--- src/rtl/alu_sequencer_if.sv ---
// alu_sequencer_if
//   Bundles the three signal groups of the ALU sequencer:
//     cmd_*  : command push channel (valid/ready) into the sequencer FIFO
//     alu_*  : control/operand bus to the external ALU and its result return
//     rsp_*  : response channel (valid/ready) out of the sequencer, plus busy
//   Modports:
//     slave  : the sequencer side (consumes commands, drives ALU and responses)
//     master : the environment side (issues commands, models the ALU, takes responses)
interface alu_sequencer_if #(
  parameter int WIDTH = 8
);
  logic             cmd_valid;
  logic             cmd_ready;
  logic [2:0]       cmd_op;
  logic [WIDTH-1:0] cmd_a;
  logic [WIDTH-1:0] cmd_b;
  logic             cmd_chain;

  logic             alu_on;
  logic [2:0]       alu_in_sel;
  logic [WIDTH-1:0] alu_num1;
  logic [WIDTH-1:0] alu_num2;
  logic [6:0]       alu_out_sel;
  logic [WIDTH-1:0] alu_result;
  logic             alu_overflow;

  logic             rsp_valid;
  logic             rsp_ready;
  logic [WIDTH-1:0] rsp_data;
  logic             rsp_error;
  logic             busy;

  modport slave (
    input  cmd_valid, cmd_op, cmd_a, cmd_b, cmd_chain,
    input  alu_result, alu_overflow,
    input  rsp_ready,
    output cmd_ready,
    output alu_on, alu_in_sel, alu_num1, alu_num2, alu_out_sel,
    output rsp_valid, rsp_data, rsp_error, busy
  );

  modport master (
    output cmd_valid, cmd_op, cmd_a, cmd_b, cmd_chain,
    output alu_result, alu_overflow,
    output rsp_ready,
    input  cmd_ready,
    input  alu_on, alu_in_sel, alu_num1, alu_num2, alu_out_sel,
    input  rsp_valid, rsp_data, rsp_error, busy
  );
endinterface

--- src/rtl/alu_sequencer.sv ---
// alu_sequencer
//   Queues ALU commands in a small FIFO and runs them one at a time through an
//   external multi-cycle ALU, returning each result on a valid/ready response
//   channel. A command may chain, using the previous result as operand A.
//   Ports:
//     clk  : single rising-edge clock
//     rst  : asynchronous active-high reset
//     bus  : alu_sequencer_if.slave (cmd_*, alu_*, rsp_*, busy)
//   All bus outputs except cmd_ready are registered; cmd_ready decodes only
//   the registered FIFO count.
module alu_sequencer #(
  parameter int WIDTH   = 8,
  parameter int DEPTH   = 4,
  parameter int ALU_LAT = 1
) (
  input  logic             clk,
  input  logic             rst,
  alu_sequencer_if.slave   bus
);

  localparam int PTR_W = (DEPTH > 1) ? $clog2(DEPTH) : 1;
  localparam int CNT_W = $clog2(DEPTH + 1);
  localparam int LAT_W = (ALU_LAT > 1) ? $clog2(ALU_LAT) : 1;

  localparam logic [PTR_W-1:0] PTR_ONE  = PTR_W'(1);
  localparam logic [CNT_W-1:0] CNT_ONE  = CNT_W'(1);
  localparam logic [CNT_W-1:0] CNT_ZERO = CNT_W'(0);
  localparam logic [CNT_W-1:0] CNT_FULL = CNT_W'(DEPTH);
  localparam logic [LAT_W-1:0] LAT_ONE  = LAT_W'(1);
  localparam logic [LAT_W-1:0] LAT_ZERO = LAT_W'(0);
  localparam logic [LAT_W-1:0] LAT_LAST = LAT_W'(ALU_LAT - 1);

  // alu_in_sel one-hot {persist, load, reset}
  localparam logic [2:0] SEL_PERSIST = 3'b100;
  localparam logic [2:0] SEL_LOAD    = 3'b010;
  localparam logic [2:0] SEL_RESET   = 3'b001;

  localparam logic [2:0] OP_MULT    = 3'd6;
  localparam logic [2:0] OP_ILLEGAL = 3'd7;

  localparam logic [WIDTH-1:0] DATA_ZERO = WIDTH'(0);

  typedef enum logic [1:0] {IDLE, ISSUE, WAIT, RESP} state_t;

  // Command opcode to ALU output-select one-hot; bit 6 = and ... bit 0 = mult.
  // The opcode order (xor before not) differs from the select bit order.
  function automatic logic [6:0] op_to_sel(input logic [2:0] op);
    logic [6:0] sel;
    case (op)
      3'd0:    sel = 7'b1000000; // and
      3'd1:    sel = 7'b0100000; // or
      3'd2:    sel = 7'b0001000; // xor
      3'd3:    sel = 7'b0010000; // not
      3'd4:    sel = 7'b0000100; // add
      3'd5:    sel = 7'b0000010; // sub
      3'd6:    sel = 7'b0000001; // mult
      default: sel = 7'b0000000; // illegal
    endcase
    return sel;
  endfunction

  // FIFO storage and bookkeeping
  logic [2:0]       fifo_op    [DEPTH];
  logic [WIDTH-1:0] fifo_a     [DEPTH];
  logic [WIDTH-1:0] fifo_b     [DEPTH];
  logic             fifo_chain [DEPTH];
  logic [PTR_W-1:0] wr_ptr;
  logic [PTR_W-1:0] rd_ptr;
  logic [CNT_W-1:0] count;
  logic [CNT_W-1:0] count_next;
  logic             push;
  logic             pop;

  logic [2:0]       head_op;
  logic [WIDTH-1:0] head_a;
  logic [WIDTH-1:0] head_b;
  logic             head_chain;

  // Sequencer state
  state_t           state;
  state_t           state_next;
  logic [2:0]       cur_op;
  logic [LAT_W-1:0] lat_cnt;
  logic             lat_done;
  logic [WIDTH-1:0] last_res;

  // Registered ALU outputs and their next values
  logic             alu_on_r;
  logic [2:0]       in_sel_r;
  logic [2:0]       in_sel_next;
  logic [WIDTH-1:0] num1_r;
  logic [WIDTH-1:0] num1_next;
  logic [WIDTH-1:0] num2_r;
  logic [WIDTH-1:0] num2_next;
  logic [6:0]       out_sel_r;
  logic [6:0]       out_sel_next;

  // Registered response outputs
  logic             rsp_valid_r;
  logic [WIDTH-1:0] rsp_data_r;
  logic             rsp_error_r;
  logic             busy_r;

  assign bus.cmd_ready = (count != CNT_FULL);
  assign push          = bus.cmd_valid && bus.cmd_ready;

  assign head_op    = fifo_op[rd_ptr];
  assign head_a     = fifo_a[rd_ptr];
  assign head_b     = fifo_b[rd_ptr];
  assign head_chain = fifo_chain[rd_ptr];

  assign lat_done = (lat_cnt == LAT_LAST);

  assign bus.alu_on      = alu_on_r;
  assign bus.alu_in_sel  = in_sel_r;
  assign bus.alu_num1    = num1_r;
  assign bus.alu_num2    = num2_r;
  assign bus.alu_out_sel = out_sel_r;
  assign bus.rsp_valid   = rsp_valid_r;
  assign bus.rsp_data    = rsp_data_r;
  assign bus.rsp_error   = rsp_error_r;
  assign bus.busy        = busy_r;

  // FIFO payload write; storage needs no reset because count gates every read
  always_ff @(posedge clk) begin
    if (push) begin
      fifo_op[wr_ptr]    <= bus.cmd_op;
      fifo_a[wr_ptr]     <= bus.cmd_a;
      fifo_b[wr_ptr]     <= bus.cmd_b;
      fifo_chain[wr_ptr] <= bus.cmd_chain;
    end
  end

  // FIFO occupancy next value from simultaneous push/pop
  always_comb begin
    count_next = count;
    case ({push, pop})
      2'b10:   count_next = count + CNT_ONE;
      2'b01:   count_next = count - CNT_ONE;
      default: count_next = count;
    endcase
  end

  // FIFO pointer and count registers; pointers wrap naturally at DEPTH
  always_ff @(posedge clk or posedge rst) begin
    if (rst) begin
      wr_ptr <= PTR_W'(0);
      rd_ptr <= PTR_W'(0);
      count  <= CNT_ZERO;
    end else begin
      if (push) begin
        wr_ptr <= wr_ptr + PTR_ONE;
      end
      if (pop) begin
        rd_ptr <= rd_ptr + PTR_ONE;
      end
      count <= count_next;
    end
  end

  // FSM next state, FIFO pop, and next values for the registered ALU bus
  always_comb begin
    state_next   = state;
    pop          = 1'b0;
    in_sel_next  = SEL_PERSIST;
    num1_next    = DATA_ZERO;
    num2_next    = DATA_ZERO;
    out_sel_next = 7'b0000000;

    case (state)
      IDLE: begin
        if (count != CNT_ZERO) begin
          pop        = 1'b1;
          state_next = ISSUE;
        end else begin
          state_next = IDLE;
        end
      end
      ISSUE: begin
        if (cur_op == OP_ILLEGAL) begin
          state_next = RESP;
        end else begin
          state_next = WAIT;
        end
      end
      WAIT: begin
        if (lat_done) begin
          state_next = RESP;
        end else begin
          state_next = WAIT;
        end
      end
      RESP: begin
        if (bus.rsp_ready) begin
          state_next = IDLE;
        end else begin
          state_next = RESP;
        end
      end
      default: state_next = IDLE;
    endcase

    // Outputs are computed for the state being entered so they can be
    // registered and still line up with that state.
    case (state_next)
      ISSUE: begin
        // ISSUE is only entered from IDLE with a pop, so the head is the command
        if (head_op != OP_ILLEGAL) begin
          in_sel_next  = SEL_LOAD;
          num1_next    = head_chain ? last_res : head_a;
          num2_next    = head_b;
          out_sel_next = op_to_sel(head_op);
        end else begin
          in_sel_next  = SEL_PERSIST;
        end
      end
      WAIT: begin
        in_sel_next  = SEL_PERSIST;
        num1_next    = num1_r;
        num2_next    = num2_r;
        out_sel_next = out_sel_r;
      end
      default: begin
        in_sel_next  = SEL_PERSIST;
      end
    endcase
  end

  // FSM state, current opcode and ALU latency counter
  always_ff @(posedge clk or posedge rst) begin
    if (rst) begin
      state   <= IDLE;
      cur_op  <= 3'd0;
      lat_cnt <= LAT_ZERO;
    end else begin
      state <= state_next;
      if (pop) begin
        cur_op <= head_op;
      end
      if ((state == WAIT) && !lat_done) begin
        lat_cnt <= lat_cnt + LAT_ONE;
      end else begin
        lat_cnt <= LAT_ZERO;
      end
    end
  end

  // Registered ALU control bus
  always_ff @(posedge clk or posedge rst) begin
    if (rst) begin
      alu_on_r  <= 1'b0;
      in_sel_r  <= SEL_RESET;
      num1_r    <= DATA_ZERO;
      num2_r    <= DATA_ZERO;
      out_sel_r <= 7'b0000000;
    end else begin
      alu_on_r  <= 1'b1;
      in_sel_r  <= in_sel_next;
      num1_r    <= num1_next;
      num2_r    <= num2_next;
      out_sel_r <= out_sel_next;
    end
  end

  // Result capture, response channel and busy flag
  always_ff @(posedge clk or posedge rst) begin
    if (rst) begin
      last_res    <= DATA_ZERO;
      rsp_valid_r <= 1'b0;
      rsp_data_r  <= DATA_ZERO;
      rsp_error_r <= 1'b0;
      busy_r      <= 1'b0;
    end else begin
      if ((state == ISSUE) && (cur_op == OP_ILLEGAL)) begin
        // Illegal opcode never reaches the ALU and leaves last_res alone
        rsp_data_r  <= DATA_ZERO;
        rsp_error_r <= 1'b1;
      end else if ((state == WAIT) && lat_done) begin
        // Overflow is only meaningful for mult; other ops ignore the flag
        rsp_data_r  <= bus.alu_result;
        rsp_error_r <= (cur_op == OP_MULT) && bus.alu_overflow;
        last_res    <= bus.alu_result;
      end
      rsp_valid_r <= (state_next == RESP);
      busy_r      <= (state_next != IDLE) || (count_next != CNT_ZERO);
    end
  end

endmodule

--- src/flat_wrapper.sv ---
// flat-port wrapper written by rule: the top's interface ports become plain ports
module alu_sequencer_flat 
#(
  parameter int WIDTH   = 8,
  parameter int DEPTH   = 4,
  parameter int ALU_LAT = 1
)
  (clk, rst, bus_cmd_valid, bus_cmd_op, bus_cmd_a, bus_cmd_b, bus_cmd_chain, bus_alu_result, bus_alu_overflow, bus_rsp_ready, bus_cmd_ready, bus_alu_on, bus_alu_in_sel, bus_alu_num1, bus_alu_num2, bus_alu_out_sel, bus_rsp_valid, bus_rsp_data, bus_rsp_error, bus_busy);
  alu_sequencer_if #(.WIDTH(WIDTH)) bus_i ();
  input  logic clk;
  input  logic rst;
  input wire logic [$bits(bus_i.cmd_valid)-1:0] bus_cmd_valid;
  input wire logic [$bits(bus_i.cmd_op)-1:0] bus_cmd_op;
  input wire logic [$bits(bus_i.cmd_a)-1:0] bus_cmd_a;
  input wire logic [$bits(bus_i.cmd_b)-1:0] bus_cmd_b;
  input wire logic [$bits(bus_i.cmd_chain)-1:0] bus_cmd_chain;
  input wire logic [$bits(bus_i.alu_result)-1:0] bus_alu_result;
  input wire logic [$bits(bus_i.alu_overflow)-1:0] bus_alu_overflow;
  input wire logic [$bits(bus_i.rsp_ready)-1:0] bus_rsp_ready;
  output wire logic [$bits(bus_i.cmd_ready)-1:0] bus_cmd_ready;
  output wire logic [$bits(bus_i.alu_on)-1:0] bus_alu_on;
  output wire logic [$bits(bus_i.alu_in_sel)-1:0] bus_alu_in_sel;
  output wire logic [$bits(bus_i.alu_num1)-1:0] bus_alu_num1;
  output wire logic [$bits(bus_i.alu_num2)-1:0] bus_alu_num2;
  output wire logic [$bits(bus_i.alu_out_sel)-1:0] bus_alu_out_sel;
  output wire logic [$bits(bus_i.rsp_valid)-1:0] bus_rsp_valid;
  output wire logic [$bits(bus_i.rsp_data)-1:0] bus_rsp_data;
  output wire logic [$bits(bus_i.rsp_error)-1:0] bus_rsp_error;
  output wire logic [$bits(bus_i.busy)-1:0] bus_busy;
  assign bus_i.cmd_valid = bus_cmd_valid;
  assign bus_i.cmd_op = bus_cmd_op;
  assign bus_i.cmd_a = bus_cmd_a;
  assign bus_i.cmd_b = bus_cmd_b;
  assign bus_i.cmd_chain = bus_cmd_chain;
  assign bus_i.alu_result = bus_alu_result;
  assign bus_i.alu_overflow = bus_alu_overflow;
  assign bus_i.rsp_ready = bus_rsp_ready;
  assign bus_cmd_ready = bus_i.cmd_ready;
  assign bus_alu_on = bus_i.alu_on;
  assign bus_alu_in_sel = bus_i.alu_in_sel;
  assign bus_alu_num1 = bus_i.alu_num1;
  assign bus_alu_num2 = bus_i.alu_num2;
  assign bus_alu_out_sel = bus_i.alu_out_sel;
  assign bus_rsp_valid = bus_i.rsp_valid;
  assign bus_rsp_data = bus_i.rsp_data;
  assign bus_rsp_error = bus_i.rsp_error;
  assign bus_busy = bus_i.busy;
  alu_sequencer #(.WIDTH(WIDTH), .DEPTH(DEPTH), .ALU_LAT(ALU_LAT)) u_core (.clk(clk), .rst(rst), .bus(bus_i));
endmodule
--- config.mk ---
export PLATFORM = sky130hd
export DESIGN_NAME = alu_sequencer_flat
export DESIGN_NICKNAME = d
export VERILOG_FILES = /design/src/rtl/alu_sequencer_if.sv /design/src/rtl/alu_sequencer.sv /design/src/flat_wrapper.sv
export SDC_FILE = /design/constraint.sdc
export NUM_CORES = 1
export LEC_CHECK = 0
export BUFFER_PORTS_ARGS = -buffer_cell sky130_fd_sc_hd__buf_2
export CORE_MARGIN = 2
export CORE_UTILIZATION = 35
export CTS_CLUSTER_DIAMETER = 40
export DETAILED_ROUTE_END_ITERATION = 12
export PLACE_DENSITY = 0.53
export REMOVE_ABC_BUFFERS = 1
export SYNTH_ARGS = -nofsm -noshare
export SYNTH_HDL_FRONTEND = slang
export SYNTH_SLANG_ARGS = --single-unit
--- constraint.sdc ---
create_clock -name clk -period 3.2 [get_ports clk]
set_clock_uncertainty 0.05 [all_clocks]
set_input_delay 0.16 -clock clk [delete_from_list [all_inputs] [get_ports clk]]
set_output_delay 0.16 -clock clk [all_outputs]
set_load 0.02 [all_outputs]
==> results.md, run 1 <==
- Status: finished, final reports clean
- Max stage delay on crit path: 0.47 ns
- Final worst-path cycle share: 0.806
- Post-route ant nets: 0
- Yosys Warn Count: 0
- Top cells by count, synth: edfxtp_1 (80), dfrtp_1 (58), mux4_2 (20)
- Clock Tree Root: clkbuf_16
- Worst vdd ir: 0.458 mV
- FMAX: 388 MHz
- Worst path cell trace: o31ai_2, inv_1, ha_1, fa_1, mux2_2, nor3_1, or3b_1
- Final Slew Violations: 0
- Largest net degree at the start of global routing: 31
- Clock-pin slew on the worst setup and hold paths: 0.06 ns
- Critical path data arrival time: 2.81 ns
- Layout Utilization: 0.455
- Hold Vio Cnt, Final: 0
- FFs w/ async S/R, synth: 0.424
- Total wire length: 10.7 mm
- FILL cells: 1,350
- Synth Instances: 294
- DR vias/cell: 4.79
- Critical Path Start Type: register
- WL met3: 489 um
- Clock Sinks: 139
- Most common cell in the netlist: edfxtp_1
- Highest Signal Layer: met4
- Static Leak: 2.84 nW
- Mean Syn Cell Area: 18.3 sq um
- IO buf count: 71
- DR WL met2: 5.04 mm
- Max-cap violations: 0
- #FFs+latches synth: 139
- Layout cells sized above 1: 0.361
- Cell taking the most area after synthesis: edfxtp_1
- Hold Crit Class: in2reg
- Cell Area, Synth: 5370 sq um
- Worst path slowest cell: fa_1
- Top-area cell type share of the netlist area: 0.447
- Final net count: 453
- Final setup vio count: 0
- Post-synthesis sequential area ratio: 0.722
- Worst Max-Slew Pin Slew: 0.931 ns
- Drt pass-1 iters: 4
- P per Cell Area: 974 nW/um^2
- Met1 WL: 5.00 mm
- FP Rows: 45
- Drt drc: 0
- Clock buffer count from CTS: 17
- Total grt overflow: 0
- Layout area overhead: 27.9%
- Clk buf depth: 2
- Top_reg_cell synth: edfxtp_1
- Netlist cell types: 40
- Min Tclk post-route: 2.58 ns
- Die Area: 16,400 sq um
- Setup_tns: 0 ns
- Skew-Pair Late Insertion Delay: 0.41 ns
- Via count: 2,948
- EDFF count, synth: 80
- Final Hold Slack: 0.0865 ns
- Routed wire length per instance: 17.3 um
- Die H: 128 um
- DP Wirelength: 6.77 mm
- Total GRT Usage: 0.141
- Post-CTS setup repair buffer count: 0
- Worst Path Buf+Inv: 1
- Die Wd: 128 um
- Top Family by Delay on Critical Path: adder cells
- I/O Pins: 72
- Peak fanout along the critical path: 6
- Element type at the critical path end: register
- Vias in the first global route: 3,085
- CTS tree: built
- First-pass GRT wire length: 17.0 mm
- Placeable Area: 15,100 sq um
- GPL Wtd Cong: 0.698
- DRT iter0 DRCs: 207
- H-tree depth: 4
- Initial antenna violation count: 1
- Initial Util: 0.356
- Slew headroom: 0.380
- CP Class: reg2reg
- Area contributors post-synth: edfxtp_1 (45%), dfrtp_1 (27%), mux4_2 (8.4%), o2bb2ai_2 (2.2%), mux2_2 (1.9%)
- WP data required: 3.44 ns
- Unrepaired setup endpoints after global routing: no
[layer usage]
| metal | up-vias | track usage |
|---|---|---|
| met1 | 1501 | 0.185 |
| li1 | 1360 | - |
| met5 | - | 0 |
| met3 | 10 | 0.0442 |
| met2 | 77 | 0.223 |
| met4 | 0 | 0.0524 |
[state kept, by name, summed over array words and instances, names as in the netlist]
register / cells
u_core.bus.alu_in_sel: 3
u_core.bus.alu_num1: 8
u_core.bus.alu_num2: 8
u_core.bus.alu_on: 1
u_core.bus.alu_out_sel: 7
u_core.bus.busy: 1
u_core.bus.rsp_data: 8
u_core.bus.rsp_error: 1
u_core.bus.rsp_valid: 1
u_core.count: 3
u_core.cur_op: 3
u_core.fifo_a: 32
u_core.fifo_b: 32
u_core.fifo_chain: 4
u_core.fifo_op: 12
u_core.last_res: 8
u_core.lat_cnt: 1
u_core.rd_ptr: 2
u_core.state: 2
u_core.wr_ptr: 2
[cell usage in the layout (no fill, tap or decap), drive strengths merged, types with 2 or more instances in the layout]
master	Yosys	layout
buf	10	81
edfxtp	80	80
dfrtp	58	58
dlygate4sd3	0	30
clkbuf	1	27
mux4	20	20
o2bb2ai	18	18
nand2	15	15
inv	14	15
mux2	9	9
a22o	9	9
mux2i	8	8
nor2	6	6
xnor2	6	6
and3	5	5
ha	5	5
nor3	4	4
o21ai	3	3
nand2b	3	3
a21o	3	3
conb	2	3
clkinvlp	0	2
[path summary, 6_finish.rpt]
kind | slack, ns | cells after the start | from | to
max | 0.62 | 7 | u_core.count[0] | u_core.bus.busy
min | 0.09 | 5 | bus_alu_overflow | u_core.bus.rsp_error
max reg2reg | 0.62 | 7 | u_core.count[0] | u_core.bus.busy
min reg2reg | 0.43 | 1 | u_core.bus.alu_num2[3] | u_core.bus.alu_num2[3]
max in group asynchronous | 1.90 | 4 | rst | u_core.bus.alu_num2[5]
min in group asynchronous | 0.32 | 3 | rst | u_core.bus.rsp_data[6]
[logic make-up (layout without fill, tap and decap cells)]
kind of cell | Yosys count | in the layout | synth area share
flops | 139 | 139 | 0.722
simple gates | 40 | 40 | 0.0382
compound gates | 38 | 38 | 0.0699
mux | 37 | 37 | 0.118
buf+inv | 25 | 157 | 0.0238
xor+xnor | 7 | 7 | 0.0114
fa+ha+maj | 6 | 6 | 0.0154
other cells | 2 | 4 | 0.00140
[layout make-up]
class                   count  area (sq um)  share of cell area
clock inverters             5          56.3             0.00820
flip-flops and latches    139          3880               0.565
clock buffers              27           534              0.0778
repair buffers            111           731               0.106
inverters                  14          52.6             0.00765
multi-input cells         131          1380               0.201
diodes                      1          2.50            0.000364
well taps                 188           235              0.0342
[what timing repair did]
item | CTS | global route
hold buffers | 30 | 0
hold endpoints to repair | 126 | 0
gates resized for setup | 0 | 0
[report_power, final]
| part | switching (mW) | total, mW | internal (mW) |
|---|---|---|---|
| clock network | 0.681 | 1.90 | 1.22 |
| logic | 1.18 | 2.07 | 0.892 |
| registers | 0.292 | 2.72 | 2.43 |
| total | 2.16 | 6.69 | 4.54 |
[through the flow]
step                setup slack [ns]  power (mW)  cells  cell area, sq um
floorplan                     0.0491        4.12    284              5300
global placement               0.687        4.78    553              5980
detailed placement             0.639        4.82    553              5980
CTS                            0.630        6.78    615              6870
global route                   0.523        7.07    616              6870
finish                         0.622        6.69    616              6870
[worst min-delay path, delay by kind of cell]
family	cells	cell delay [ns]
and+or+nand+nor	3	0.17
buffers and inverters	1	0.10
AOI/OAI and AO/OA	1	0.07
No activity file was read; power rests on OpenSTA's default activity.
==> run 2, diff against run 1 <==
--- a/config.mk
+++ b/config.mk
@@ -5,6 +5,7 @@
 export SDC_FILE = /design/constraint.sdc
 export NUM_CORES = 1
 export LEC_CHECK = 0
+export ABC_AREA = 1
 export BUFFER_PORTS_ARGS = -buffer_cell sky130_fd_sc_hd__buf_2
 export CORE_MARGIN = 2
 export CORE_UTILIZATION = 35
==> constraint.sdc (replaced) <==
create_clock -name clk -period 2.65 [get_ports clk]
set_clock_uncertainty 0.05 [all_clocks]
set_input_delay 0.1325 -clock clk [delete_from_list [all_inputs] [get_ports clk]]
set_output_delay 0.1325 -clock clk [all_outputs]
set_load 0.02 [all_outputs]
==> run 2 against run 1 <==
Clock-buffer cell count fell by 10; combinational power grew 57%; register-to-register slack lost 0.10 ns; clock power up 31%; synthesized cell count increased by 85%.
==> results.md, run 2 <==
- Status: finished, final reports clean
- Post-synthesis sequential area ratio: 0.665 (-0.0573)
- Static Leak: 3.41 nW (+20%)
- Drt pass-1 iters: 4 (unchanged)
- FMAX: 470 MHz (+21%)
- Clock Tree Root: clkbuf_16
- Layout Utilization: 0.446 (-0.00887)
- Drt drc: 0 (unchanged)
- Largest registers: u_core.fifo_a (32), u_core.fifo_b (32), u_core.fifo_op (12)
- Critical Path Start Type: register
- First-pass GRT wire length: 21.6 mm (+27%)
- Final setup vio count: 0 (unchanged)
- FP Rows: 47 (+4.4%)
- Netlist cell types: 30 (-25%)
- Routed wire length per instance: 14.9 um (-14%)
- DP Worst Slack: 0.494 ns (-0.145 ns)
- GPL Wtd Cong: 0.735 (+5.3%)
- CP Class: reg2reg
- Total grt overflow: 0 (unchanged)
- Hold Vio Cnt, Final: 0 (unchanged)
- Clock Sinks: 139 (unchanged)
- FFs w/ async S/R, synth: 0.424 (unchanged)
- Comb power frac: 0.366 (+0.056)
- Setup_tns: 0 ns (unchanged)
- P per Cell Area: 1210 nW/um^2 (+24%)
- Min Tclk post-route: 2.13 ns (-0.450 ns)
- Clock buffer count from CTS: 17 (unchanged)
- Worst Max-Slew Pin Slew: 0.650 ns (-0.281 ns)
- # resized after CTS: 0 (unchanged)
- Seq. cell area: 3880 sq um (unchanged)
- Area contributors post-synth: edfxtp_1 (41%), dfrtp_1 (25%), nand2_1 (9.4%), inv_1 (3.9%), nand3_1 (3.8%)
- Top_reg_cell synth: edfxtp_1
- Post-route ant nets: 0 (unchanged)
- Yosys Warn Count: 0 (unchanged)
- Placeable Area: 16,500 sq um (+9.1%)
- WP data required: 2.95 ns (-0.49 ns)
- Fin worst setup slack: 0.522 ns (-0.0999 ns)
- Share of power burned in registers: 0.355 (-0.051)
- Int Pwr: 5.47 mW (+21%)
- Net switching share of the total power: 0.386 (+0.0636)
- Element type at the critical path end: register
- Die Area: 17,700 sq um (+8.3%)
- DRT iter0 DRCs: 253 (+22%)
- Final Cell Area: 7350 sq um (+7.0%)
- Final worst-path cycle share: 0.803 (-0.00265)
- Final Hold Slack: 0.134 ns (+0.0477 ns)
- Total GRT Usage: 0.158 (+0.0171)
- Unrepaired setup endpoints after global routing: no
- I/O Pins: 72 (unchanged)
- Layout cells sized above 1: 0.216 (-0.144)
- Synth Instances: 543 (+85%)
- CTS tree: built
- EDFF count, synth: 80 (unchanged)
- Total wire length: 13.2 mm (+24%)
- Most common library cell in the layout ignoring fill and taps: nand2_1
- Post-CTS setup repair buffer count: 0 (unchanged)
- Total power: 8.91 mW (+33%)
- Peak fanout along the critical path: 8 (+2)
- Final Slew Violations: 0 (unchanged)
- DP Area: 6420 sq um (+7.5%)
- Clock-pin slew on the worst setup and hold paths: 0.06 ns (about the same)
- FILL cells: 1,576 (+17%)
- Layout area overhead: 26.0%
- Mean Syn Cell Area: 10.7 sq um (-41%)
- Most common cell in the netlist: nand2_1
- Fin cells: 887 (+44%)
- Commonest non-fill, non-tap cells in the layout: nand2_1 (146), edfxtp_1 (80), buf_2 (71)
- Cell Area, Synth: 5830 sq um (+8.6%)
- #FFs+latches synth: 139 (unchanged)
- DR vias/cell: 4.60 (-3.9%)
- Initial antenna violation count: 1 (unchanged)
- Cell taking the most area after synthesis: edfxtp_1
- Final net count: 692 (+53%)
- Top-area cell type share of the netlist area: 0.412 (-0.0355)
- Die Wd: 133 um (+4.1%)
- Largest net degree at the start of global routing: 43 (+39%)
- Skew-Pair Late Insertion Delay: 0.41 ns (about the same)
- Clk buf depth: 2 (unchanged)
- Critical path data arrival time: 2.43 ns (-0.38 ns)
- Top cells by count, synth: nand2_1 (146), edfxtp_1 (80), inv_1 (60)
- Placed Cells: 824 (+49%)
- Vias in the first global route: 4,065 (+32%)
- Hold Crit Class: in2reg
- DP Wirelength: 8.18 mm (+21%)
- Max-cap violations: 0 (unchanged)
- Sw Pwr: 3.44 mW (+59%)
- Die H: 133 um (+4.1%)
- Initial Util: 0.354 (-0.00164)
- IO buf count: 71 (unchanged)
- Worst vdd ir: 0.542 mV (+18%)
- Via count: 4,078 (+38%)
- Slew headroom: 0.566 (+0.187)
- Area of the multi-input gates: 1570 sq um (+14%)
- Power share of the clock group: 0.279 (-0.005)
- H-tree depth: 4 (unchanged)
[run 2: changes by cell type after synthesis, sizes merged, moves of 9 or more]
cell,before,now
mux4,20,0
mux2,9,0
o2bb2ai,18,0
inv,14,62
nand3,0,57
nand2,15,153
o21ai,3,25
nor2,6,33
a22o,9,0
nand4,0,23
buf,10,24
[run 2: layout make-up]
| class | count | share of cell area |
|---|---|---|
| timing repair buffer | 115 | 0.104 |
| clock buffer | 17 | 0.0579 |
| tap | 220 | 0.0375 |
| clock inverter | 15 | 0.0271 |
| sequential | 139 | 0.528 |
| multi-input combinational | 318 | 0.214 |
| inverter | 62 | 0.0317 |
| antenna | 1 | 0.000340 |
[run 2: power by group through the flow]
| stage | Combinational, mW | Sequential, mW | Clock [mW] |
|---|---|---|---|
| floorplan | 1.82 | 3.48 | 0 |
| global placement | 3.19 | 3.19 | 0 |
| detailed placement | 3.25 | 3.20 | 0 |
| CTS | 3.30 | 3.17 | 2.53 |
| global route | 3.68 | 3.22 | 2.64 |
| finish | 3.26 | 3.16 | 2.49 |
[run 2: path summary, 6_finish.rpt]
check / from / endpoint / slack (ns) / depth (start not counted)
max: u_core.count[0] / u_core.bus.busy / 0.52 / 11
min: bus_cmd_valid / u_core.wr_ptr[0] / 0.13 / 3
max reg2reg: u_core.count[0] / u_core.bus.busy / 0.52 / 11
min reg2reg: u_core.cur_op[2] / u_core.cur_op[2] / 0.44 / 2
max in group asynchronous: rst / u_core.last_res[1] / 1.44 / 4
min in group asynchronous: rst / u_core.state[0] / 0.24 / 3
[run 2: timing repair]
| action | in CTS | in global routing |
|---|---|---|
| hold buffers | 30 | 0 |
| endpoints found under the setup margin | 0 | 0 |
| hold endpoints to repair | 118 | 0 |
[run 2: metal layers]
metal | wire length [um] | GRT usage | part of all wire
met4 | 178 | 0.0585 | 0.013
met1 | 6060 | 0.206 | 0.46
met3 | 578 | 0.0400 | 0.044
met2 | 6400 | 0.258 | 0.48
met5 | 0 | 0 | 0
[run 2: kinds of logic (layout without fill, tap and decap cells)]
kind of cell	count (synthesis)	after routing	share of synthesized area
other	2	4	0.00129
AO/OA/AOI/OAI	36	36	0.0332
adder cells (fa/ha/maj)	6	6	0.0142
AND/OR/NAND/NOR	269	269	0.214
buffers and inverters	87	209	0.0658
flip-flops	139	139	0.665
XOR/XNOR	4	4	0.00600
[run 2: worst max-delay path: stages, from the launching register on]
cell	delay [ns]
dfrtp_1	0.40
nor2_1	0.08
nand2_1	0.08
nand2_1	0.18
ha_1	0.30
fa_1	0.45
inv_1	0.06
nand2_1	0.05
nand3_1	0.08
xor2_1	0.20
inv_1	0.06
nand3_1	0.07
==> run 3, diff against run 2 <==
--- a/config.mk
+++ b/config.mk
@@ -5,7 +5,7 @@
 export SDC_FILE = /design/constraint.sdc
 export NUM_CORES = 1
 export LEC_CHECK = 0
-export ABC_AREA = 1
+export ABC_AREA = 0
 export BUFFER_PORTS_ARGS = -buffer_cell sky130_fd_sc_hd__buf_2
 export CORE_MARGIN = 2
 export CORE_UTILIZATION = 35
==> constraint.sdc (replaced) <==
create_clock -name clk -period 2.2 [get_ports clk]
set_clock_uncertainty 0.05 [all_clocks]
set_input_delay 0.11 -clock clk [delete_from_list [all_inputs] [get_ports clk]]
set_output_delay 0.11 -clock clk [all_outputs]
set_load 0.02 [all_outputs]
==> run 3 against run 2 <==
The flow now finishes with violations (negative setup slack); final cell count shrank 28%; design area decreased by 2.2%; worst hold slack got worse by 0.11 ns; global-route usage decreased by 1.5 points; total power grew 20%; critical path type unchanged; critical endpoint unchanged; largest cell class unchanged; largest power group is now registers; highest routed layer unchanged.
==> results.md, run 3 (synthesized netlist as in run 1, its figures left out) <==
- WHS Path Cells: 5 (+2)
- Fin cells: 636 (-28%)
- Placed Cells: 569 (-31%)
- Die H: 128 um (-3.9%)
- Via count: 2,997 (-27%)
- Largest registers: u_core.fifo_a (32), u_core.fifo_b (32), u_core.fifo_op (12)
- Final net count: 473 (-32%)
- Worst r2r src: u_core.count[0]
- Failing checks: negative setup slack
- Comb power frac: 0.325 (-0.041)
- CTS tree: built
- Skew-Pair Late Insertion Delay: 0.41 ns (about the same)
- Drt pass-1 iters: 4 (unchanged)
- Power share of the clock group: 0.311 (+0.032)
- Final Hold Slack: 0.0194 ns (-0.115 ns)
- Static Leak: 3.00 nW (-12%)
- Total wire length: 10.8 mm (-18%)
- Initial Util: 0.356 (+0.00164)
- Routed wire length per instance: 17.0 um (+14%)
- Placeable Area: 15,100 sq um (-8.4%)
- DP Worst Slack: -0.194 ns (-0.687 ns)
- Min Tclk post-route: 2.30 ns (+0.170 ns)
- Worst Setup SP: u_core.count[0]
- Int Pwr: 7.38 mW (+35%)
- Unrepaired setup endpoints after global routing: yes
- Layout area overhead: 33.8%
- Initial antenna violation count: 1 (unchanged)
- Critical Path Start Type: register
- Sw Pwr: 3.27 mW (-4.8%)
- Peak fanout along the critical path: 2 (-6)
- I/O Pins: 72 (unchanged)
- Drt drc: 0 (unchanged)
- FMAX: 435 MHz (-7.4%)
- Critical path data arrival time: 2.53 ns (+0.10 ns)
- Die Area: 16,400 sq um (-7.7%)
- Clk buf depth: 2 (unchanged)
- Final setup vio count: 1 (+1)
- Worst Max-Slew Pin Slew: 0.592 ns (-0.0575 ns)
- R2R cell count: 7 (-4)
- Status: finished, violations left
- Final Slew Violations: 0 (unchanged)
- Hold Crit Start: bus_alu_overflow
- DP Wirelength: 6.73 mm (-18%)
- Crit path to: u_core.bus.busy
- R2R Setup Slk: -0.1 ns (-0.62 ns)
- Layout cells sized above 1: 0.405 (+0.189)
- Most common library cell in the layout ignoring fill and taps: edfxtp_1
- Clock Tree Root: clkbuf_16
- Post-route ant nets: 0 (unchanged)
- Seq. cell area: 3880 sq um (unchanged)
- DRT iter0 DRCs: 155 (-39%)
- Die Wd: 128 um (-3.9%)
- Total GRT Usage: 0.143 (-0.0154)
- Hold Crit Class: in2reg
- Hold Vio Cnt, Final: 0 (unchanged)
- Commonest non-fill, non-tap cells in the layout: edfxtp_1 (80), buf_2 (71), dfrtp_1 (58)
- Clock buffer count from CTS: 17 (unchanged)
- P per Cell Area: 1480 nW/um^2 (+22%)
- Area of the multi-input gates: 1410 sq um (-10%)
- Largest net degree at the start of global routing: 35 (-19%)
- Max-cap violations: 0 (unchanged)
- H-tree depth: 4 (unchanged)
- Clock-pin slew on the worst setup and hold paths: 0.06 ns (about the same)
- DR vias/cell: 4.71 (+2.5%)
- IO buf count: 71 (unchanged)
- Vias in the first global route: 3,175 (-22%)
- Net switching share of the total power: 0.307 (-0.0786)
- Worst vdd ir: 0.688 mV (+27%)
- Slew headroom: 0.605 (+0.0382)
- Total grt overflow: 0 (unchanged)
- Final worst-path cycle share: 1.04 (+0.241)
- Element type at the critical path end: register
- Reg-to-Reg End: u_core.bus.busy
- Clock Sinks: 139 (unchanged)
- First-pass GRT wire length: 17.4 mm (-19%)
- Share of power burned in registers: 0.364 (+0.009)
- FP Rows: 45 (-4.3%)
- GPL Wtd Cong: 0.737 (+0.29%)
- FILL cells: 1,290 (-18%)
- Fin worst setup slack: -0.0975 ns (-0.620 ns)
- CP Class: reg2reg
- WP data required: 2.44 ns (-0.51 ns)
## run 3: area by class of cell
class | count | area share
sequential | 139 | 0.540
multi-input combinational | 131 | 0.197
timing repair buffer | 131 | 0.127
clock buffer | 20 | 0.0622
clock inverter | 12 | 0.0338
tap | 188 | 0.0327
inverter | 14 | 0.00731
antenna | 1 | 0.000348
## run 3: worst min path at each step
stage | endpoint | slack [ns]
final | u_core.bus.rsp_error | 0.02
after global routing | u_core.bus.rsp_error | 0.03
after CTS | u_core.bus.rsp_error | 0.002
after detailed placement | u_core.bus.rsp_data[6] | 0.16
after global placement | u_core.bus.alu_num1[7] | 0.15
after floorplan | u_core.fifo_a[0][0] | 0.16
## run 3: layer usage
layer  global-route usage  up-vias  routed length, um
li1                     -     1412                  -
met1                0.188     1507               5250
met2                0.220       72               5010
met3               0.0534        6                479
met4               0.0498        0                 85
met5                    0        -                  0
## run 3: repair_timing
action / 4_1_cts / 5_1_grt
endpoints found under the setup margin: 1 / 1
setup buffers: 1 / 3
pin swaps: 2 / 3
endpoints found under the hold margin: 123 / 0
gates resized for setup: 2 / 8
gates cloned: 0 / 0
hold buffers: 30 / 0
## run 3: stage by stage
stage          utilization  area (sq um)  TNS [ns]  total power, mW
2_1_floorplan            -          5300    -24.25             5.99
3_3_place_gp         0.406          6120    -0.142             7.22
3_5_place_dp         0.406          6120    -0.194             7.28
4_1_cts              0.473          7130    -0.151             10.7
5_1_grt              0.476          7190    -0.189             11.2
6_report             0.476          7190   -0.0975             10.6
## run 3: power by group through the flow
stage                     Combinational, mW  Clock (mW)  Sequential, mW
after floorplan                        1.72           0            4.27
after global placement                 3.33           0            3.89
after detailed placement               3.36           0            3.91
after CTS                              3.45        3.37            3.87
after global routing                   3.76        3.49            3.96
final                                  3.46        3.31            3.88
## run 3: worst max-delay path, cell delays in order (launching register included)
cell and delay (ns):
dfrtp_1 0.41, o31ai_4 0.27, inv_2 0.08, ha_4 0.17
fa_1 0.46, mux2_4 0.29, nor3_2 0.09, or3b_1 0.35
